[src/rtl/press_judge_if.sv]
// Bundle between the LED sweep / switch inputs and the press judge.
// master modport: stimulus side (button, LEDs, switches, step).
// slave modport: judge side (hit/miss pulses, captured LEDs, streak, busy).
interface press_judge_if #(
    parameter int W = 8
);
    logic         BTN;
    logic [W-1:0] LEDS;
    logic [W-1:0] SW;
    logic         STEP;
    logic         HIT;
    logic         MISS;
    logic [W-1:0] CAP_LEDS;
    logic [W-1:0] STREAK;
    logic         BUSY;

    modport master (
        output BTN, LEDS, SW, STEP,
        input  HIT, MISS, CAP_LEDS, STREAK, BUSY
    );

    modport slave (
        input  BTN, LEDS, SW, STEP,
        output HIT, MISS, CAP_LEDS, STREAK, BUSY
    );
endinterface

[src/rtl/press_judge.sv]
// Purpose: debounce the player button, capture LEDS/SW on release, judge hit or miss.
// Latency: HIT/MISS rises 3 edges after the debounced falling edge (REL, capture, judge).
// Backpressure: none; one judgement per LED position, extra presses dropped until STEP.
module press_judge #(
    parameter int DB_CYCLES = 500000,
    parameter int W         = 8
) (
    input  logic         CLK,
    input  logic         RST,
    press_judge_if.slave pj
);

    localparam int CW = (DB_CYCLES > 2) ? $clog2(DB_CYCLES) : 1;
    localparam logic [CW-1:0] DB_LAST = CW'(DB_CYCLES - 1);

    localparam logic [1:0] IDLE    = 2'd0;
    localparam logic [1:0] ARMED   = 2'd1;
    localparam logic [1:0] JUDGE   = 2'd2;
    localparam logic [1:0] LOCKOUT = 2'd3;

    logic          sync_a;
    logic          sync_b;
    logic          db;
    logic          db_dly;
    logic [CW-1:0] db_cnt;
    logic          rel;

    logic [1:0]    state;
    logic [W-1:0]  cap_leds;
    logic [W-1:0]  cap_sw;
    logic [W-1:0]  streak;
    logic          hit;
    logic          miss;
    logic          match;

    // Two-flop synchroniser for the raw asynchronous button.
    always_ff @(posedge CLK or negedge RST) begin
        if (!RST) begin
            sync_a <= 1'b0;
            sync_b <= 1'b0;
        end else begin
            sync_a <= pj.BTN;
            sync_b <= sync_a;
        end
    end

    // Debounce: the debounced level follows only after DB_CYCLES consecutive differing samples.
    always_ff @(posedge CLK or negedge RST) begin
        if (!RST) begin
            db     <= 1'b0;
            db_cnt <= '0;
        end else if (sync_b != db) begin
            if (db_cnt == DB_LAST) begin
                db     <= sync_b;
                db_cnt <= '0;
            end else begin
                db_cnt <= db_cnt + 1'b1;
            end
        end else begin
            db_cnt <= '0;
        end
    end

    // Release pulse: one cycle after the debounced level falls 1->0.
    always_ff @(posedge CLK or negedge RST) begin
        if (!RST) begin
            db_dly <= 1'b0;
            rel    <= 1'b0;
        end else begin
            db_dly <= db;
            rel    <= db_dly & ~db;
        end
    end

    // Full-width equality; an all-zero capture can never be a hit.
    assign match = (cap_leds == cap_sw) && (cap_leds != '0);

    // Judge FSM: arm on a held button, capture on release, judge once, lock out until STEP.
    always_ff @(posedge CLK or negedge RST) begin
        if (!RST) begin
            state    <= IDLE;
            cap_leds <= '0;
            cap_sw   <= '0;
            streak   <= '0;
            hit      <= 1'b0;
            miss     <= 1'b0;
        end else begin
            hit  <= 1'b0;
            miss <= 1'b0;
            case (state)
                IDLE: begin
                    if (db) begin
                        state <= ARMED;
                    end
                end
                ARMED: begin
                    // A STEP in the same cycle as REL is deliberately dropped; capture wins.
                    if (rel) begin
                        cap_leds <= pj.LEDS;
                        cap_sw   <= pj.SW;
                        state    <= JUDGE;
                    end
                end
                JUDGE: begin
                    if (match) begin
                        hit <= 1'b1;
                        if (streak != '1) begin
                            streak <= streak + 1'b1;
                        end
                    end else begin
                        miss   <= 1'b1;
                        streak <= '0;
                    end
                    state <= LOCKOUT;
                end
                LOCKOUT: begin
                    // Presses and releases here are discarded; only the sweep advancing frees us.
                    if (pj.STEP) begin
                        state <= IDLE;
                    end
                end
                default: begin
                    state <= IDLE;
                end
            endcase
        end
    end

    assign pj.HIT      = hit;
    assign pj.MISS     = miss;
    assign pj.CAP_LEDS = cap_leds;
    assign pj.STREAK   = streak;
    assign pj.BUSY     = (state == JUDGE) || (state == LOCKOUT);

endmodule
[src/flat_wrapper.sv]
// flat-port wrapper written by rule: the top's interface ports become plain ports
module press_judge_flat 
#(
    parameter int DB_CYCLES = 500000,
    parameter int W         = 8
)
  (CLK, RST, pj_BTN, pj_LEDS, pj_SW, pj_STEP, pj_HIT, pj_MISS, pj_CAP_LEDS, pj_STREAK, pj_BUSY);
  press_judge_if #(.W(W)) pj_i ();
  input  logic CLK;
  input  logic RST;
  input wire logic [$bits(pj_i.BTN)-1:0] pj_BTN;
  input wire logic [$bits(pj_i.LEDS)-1:0] pj_LEDS;
  input wire logic [$bits(pj_i.SW)-1:0] pj_SW;
  input wire logic [$bits(pj_i.STEP)-1:0] pj_STEP;
  output wire logic [$bits(pj_i.HIT)-1:0] pj_HIT;
  output wire logic [$bits(pj_i.MISS)-1:0] pj_MISS;
  output wire logic [$bits(pj_i.CAP_LEDS)-1:0] pj_CAP_LEDS;
  output wire logic [$bits(pj_i.STREAK)-1:0] pj_STREAK;
  output wire logic [$bits(pj_i.BUSY)-1:0] pj_BUSY;
  assign pj_i.BTN = pj_BTN;
  assign pj_i.LEDS = pj_LEDS;
  assign pj_i.SW = pj_SW;
  assign pj_i.STEP = pj_STEP;
  assign pj_HIT = pj_i.HIT;
  assign pj_MISS = pj_i.MISS;
  assign pj_CAP_LEDS = pj_i.CAP_LEDS;
  assign pj_STREAK = pj_i.STREAK;
  assign pj_BUSY = pj_i.BUSY;
  press_judge #(.DB_CYCLES(DB_CYCLES), .W(W)) u_core (.CLK(CLK), .RST(RST), .pj(pj_i));
endmodule
[config.mk]
export PLATFORM = sky130hd
export DESIGN_NAME = press_judge_flat
export DESIGN_NICKNAME = d
export VERILOG_FILES = /design/src/rtl/press_judge_if.sv /design/src/rtl/press_judge.sv /design/src/flat_wrapper.sv
export SDC_FILE = /design/constraint.sdc
export NUM_CORES = 1
export LEC_CHECK = 0
export BUFFER_PORTS_ARGS = -buffer_cell sky130_fd_sc_hd__buf_4
export CORE_UTILIZATION = 35
export DETAILED_ROUTE_END_ITERATION = 7
export PLACE_DENSITY = 0.52
export RECOVER_POWER = 25
export SLEW_MARGIN = 40
export SYNTH_ARGS = -nofsm -noshare
export SYNTH_HDL_FRONTEND = slang
export SYNTH_SLANG_ARGS = --single-unit
[constraint.sdc]
create_clock -name CLK -period 4.6 [get_ports CLK]
set_clock_uncertainty 0.1 [all_clocks]
set_input_delay 0.92 -clock CLK [delete_from_list [all_inputs] [get_ports CLK]]
set_output_delay 0.92 -clock CLK [all_outputs]
set_load 0.05 [all_outputs]
**After elaboration in Yosys (flattened, before gate mapping)**

Index checks and enable logic that the tools add are counted.

- Word-level logic and storage cells: 47
- Input bits: 20
- Register bits after elaboration: 52
- Output and inout port bits: 19

- Bitwise gates (word level): 2
- $add $sub $neg: 2
- Eq/ne operators: 11
- Reduce and logical (&&, ||, !) cells: 8
- Muxes and demuxes: 12

Operators by type and width:

| operator | number |
|---|---|
| $mux W19 | 2 |
| $add A19 B1 Y19 const B | 1 |
| $eq A19 B19 Y1 const B | 1 |
| $mux W8 | 2 |
| $add A8 B1 Y8 const B | 1 |
| $eq A8 B8 Y1 | 1 |
| $ne A8 B8 Y1 const B | 1 |
| $pmux W2 S4 | 1 |
| $reduce_bool A8 Y1 | 1 |
| $mux W2 | 3 |
| $reduce_and A2 Y1 | 3 |
| $eq A2 B2 Y1 const B | 2 |
| $mux W1 | 4 |
| $ne A2 B1 Y1 const B | 2 |
| $ne A2 B2 Y1 const B | 2 |
| $reduce_and A3 Y1 | 1 |
| $eq A2 B1 Y1 const B | 1 |
| $logic_not A2 Y1 | 1 |
| $and A1 B1 Y1 | 1 |
| $logic_and A1 B1 Y1 | 1 |
| $logic_or A1 B1 Y1 | 1 |
| $ne A1 B1 Y1 | 1 |
| $not A1 Y1 | 1 |

**Depth between registers and ports, before layout**

- Depth after elaboration: 4
- Mapped depth: 6

**Least setup slack after synthesis**

OpenSTA, ideal clock, no wires.

- Kind: reg2out
- Start point: register u_core.state[0]
- End point: output pj_BUSY
- Path buffers: 1
- Stages on the path, launching flop included: 5
- Data arrival time: 1.285 ns
- Slack: 2.295 ns
- Path through: dfrtp_1 inv_1 ha_1 clkbuf_1 or2_2

- Word-level cells in the longest chain between the ends: 2
- Elaborated cells between the ends (all ways): 3
- Those cells by class: 2 x eq/ne; 1 x reduce/logical

Ends and longest elaborated chain:

| what | line | source |
|---|---|---|
| start: declaration | press_judge.sv:28 | `logic [1:0] state;` |
| start signal: assignment | press_judge.sv:81 | `state <= IDLE;` |
| start signal: assignment | press_judge.sv:93 | `state <= ARMED;` |
| start signal: assignment | press_judge.sv:101 | `state <= JUDGE;` |
| $eq A2 B2 Y1 | press_judge.sv:133 | `assign pj.BUSY = (state == JUDGE) \|\| (state == LOCKOUT);` |
| $logic_or A1 B1 Y1 (*) | press_judge.sv:133 |  |
| end: declaration | flat_wrapper.sv:19 | `output wire logic [$bits(pj_i.BUSY)-1:0] pj_BUSY;` |

Mark *: on every way between the ends. The rest lies on a longest branch, timed or not.

**Worst setup path after layout**

Same ends and word-level chain as after synthesis.

==> impl_metrics.toml <==
[outcome]
outcome = "complete, no violations"

[floorplanning]
initial_core_util = 0.3636
design.core.area_um2 = 6832
die_area_um2 = 7437
fp.dieH_um = 86.24
fp-row-count = 30
die_x_um = 86.24
pin_count = 39

[route]
drc_errors = 0
viasPerCell = 4.981
drtIter0Drc = 110
vias = 1813
drtAntennaViolNets = 0
routed_wl_mm = 4.813
firstDrtPassIters = 4
avgRoutedWirePerCell_um = 13.22

[critical_path]
required_ns = 3.58
arrival_ns = 1.69
path_class = "reg2out"
cp-end-kind = "output port"
crit_fanout = 14
r2r-start = "u_core.pj.CAP_LEDS[5]"
rrSetupSlack_ns = 2.54
critPathLaunchType = "register"
worstRegToRegCells = 4
reg2reg_to = "u_core.pj.STREAK[4]"

[clocking]
cts_buffers = 5
cts_tree = "done"
cts_resized = 0
ctsHtreeMaxLevel = 2
ctsHoldBuffers = 0
root_buffer = "clkbuf_8"
clock_tree.buffer_depth = 2
clk_pin_slew_worst_paths_ns = 0.09
post_cts_buffers = 0
worstSkewPairLatency_ns = 0.30
cts.sinks = 52

[place]
globalplace.congestion = 0.7759
dp_hpwl_mm = 3.315
place_area_um2 = 2868
preCtsSetupSlack_ns = 2.233
portBuffers = 38
dp_cells = 356

[sta]
timing.hold.ws_ns = 0.2545
min_period_ns = 2.706
fin_ws_ns = 1.894
finalCritPeriodShare = 0.5882
setup_viol = 0
finalMaxSlewViolations = 0
fin_tns_setup_ns = 0
hold_viol_final = 0
rsz0062_at_grt = "no"
timing.fmax_ghz = 0.3696
slew_headroom = 0.5012
worst_pin_slew_ns = 0.7463

[logic_synthesis]
syn_nets = 255
synth_cell_types = 39
synth_seq_cells = 52
synth_edf_count = 0
synth_warnings = 0
ys_seq_area_frac = 0.5239
syn_avg_cell_area_um2 = 10.89
dominantRegCellSynth = "dfrtp_1"
syn_inst = 228
synthesis.area_um2 = 2484
synthArstFlopShare = 1.000

[global_route]
overflow = 0
grt_pass1_wl_mm = 8.073
grt_max_degree = 53
grtUsageTotal = 0.1387
antenna_found_initial = 0
grt_pass1_vias = 1666

[power_and_ir_drop]
p_sw_uw = 190.9
internal_power_uw = 616.3
total_power_uw = 807.2
p_per_area_nw_per_um2 = 272.9
leakage_nw = 1.257
swShare = 0.2365
p_clk_frac = 0.332
vdd_drop_max_v = 0.0001257
p_comb_frac = 0.077
p_seq_frac = 0.591

[layout]
seqCellArea_um2 = 1301
fillers = 686
finalNonFillerCells = 364
finish.utilization = 0.4330
syn_to_final_growth_pct = 19.09
final_cell_mix = "dfrtp_1 (52), buf_4 (38), nor2_1 (19), mux2_2 (17), xor2_1 (13)"
multiInputGateArea_um2 = 1116
diodes = 0
fin_nets = 294
final_cell_area_um2 = 2958
final_common_cell = "dfrtp_1"
drive_gt1_frac = 0.2463

[min_path]
whs_endpoint = "u_core.sync_b"
hp-start = "u_core.sync_a"
min_path_cells = 0
min_path_type = "reg2reg"

[job]
cap_violations = 0
==> layout make-up <==
type,count,area share
Tap cell,96,0.04061
Multi-Input combinational cell,159,0.3773
Sequential cell,52,0.4399
Inverter,10,0.01269
Clock buffer,8,0.03046
Timing Repair Buffer,39,0.09898
==> logic make-up after synthesis <==
| logic type | share of synthesized area |
|---|---|
| simple gates | 0.1763 |
| buf+inv | 0.02670 |
| flops | 0.5239 |
| compound gates | 0.08665 |
| fa+ha+maj | 0.03526 |
| xor+xnor | 0.07406 |
| mux | 0.07708 |
==> registers in the layout, summed over array words and instances (netlist names), 2 cells and up <==
register            cells
u_core.cap_sw           8
u_core.pj.CAP_LEDS      8
u_core.state            2
u_core.db_cnt          19
u_core.pj.STREAK        8
==> cells in the mapped netlist, types with 6 or more instances <==
master / number / share of area
o21ai_0: 8 / 0.016
nor2_1: 19 / 0.029
nand3_1: 8 / 0.016
a21oi_1: 11 / 0.022
dfrtp_1: 52 / 0.52
xnor2_1: 8 / 0.028
nor3_1: 6 / 0.012
mux2_2: 17 / 0.077
nand4_1: 7 / 0.018
inv_1: 10 / 0.015
xor2_1: 13 / 0.046
ha_1: 7 / 0.035
nand2_1: 11 / 0.017
nor4_1: 9 / 0.023
==> routing by layer <==
metal  track usage  up-vias  wire length [um]
met4       0.04545        0                32
li1              -      904                 -
met1        0.2081      878              2467
met2        0.1955       29              2103
met5             0        -                 0
met3       0.03333        2               210
==> power groups by stage <==
stage / clock (mW) / sequential, mW / combinational (mW)
finish: 0.268 / 0.477 / 0.0625
global route: 0.298 / 0.478 / 0.0688
CTS: 0.280 / 0.477 / 0.0644
detailed placement: 0 / 0.486 / 0.0642
global placement: 0 / 0.486 / 0.0639
floorplan: 0 / 0.496 / 0.0195
==> critical path, cell delays in order, from the launching register on <==
cell and delay (ns):
dfrtp_1 0.38, inv_1 0.10, ha_1 0.37, or2_2 0.35, buf_4 0.19
==> worst max path at each step <==
stage / start / endpoint / slack [ns] / cells past startpoint
detailed placement: u_core.state[0] / pj_BUSY / 2.23 / 4
global placement: u_core.state[0] / pj_BUSY / 2.25 / 4
floorplan: u_core.state[0] / pj_BUSY / 2.30 / 4
global route: u_core.state[0] / pj_BUSY / 1.78 / 4
CTS: u_core.state[0] / pj_BUSY / 1.88 / 4
finish: u_core.state[0] / pj_BUSY / 1.89 / 4
Power figures use the tool's default switching activity.
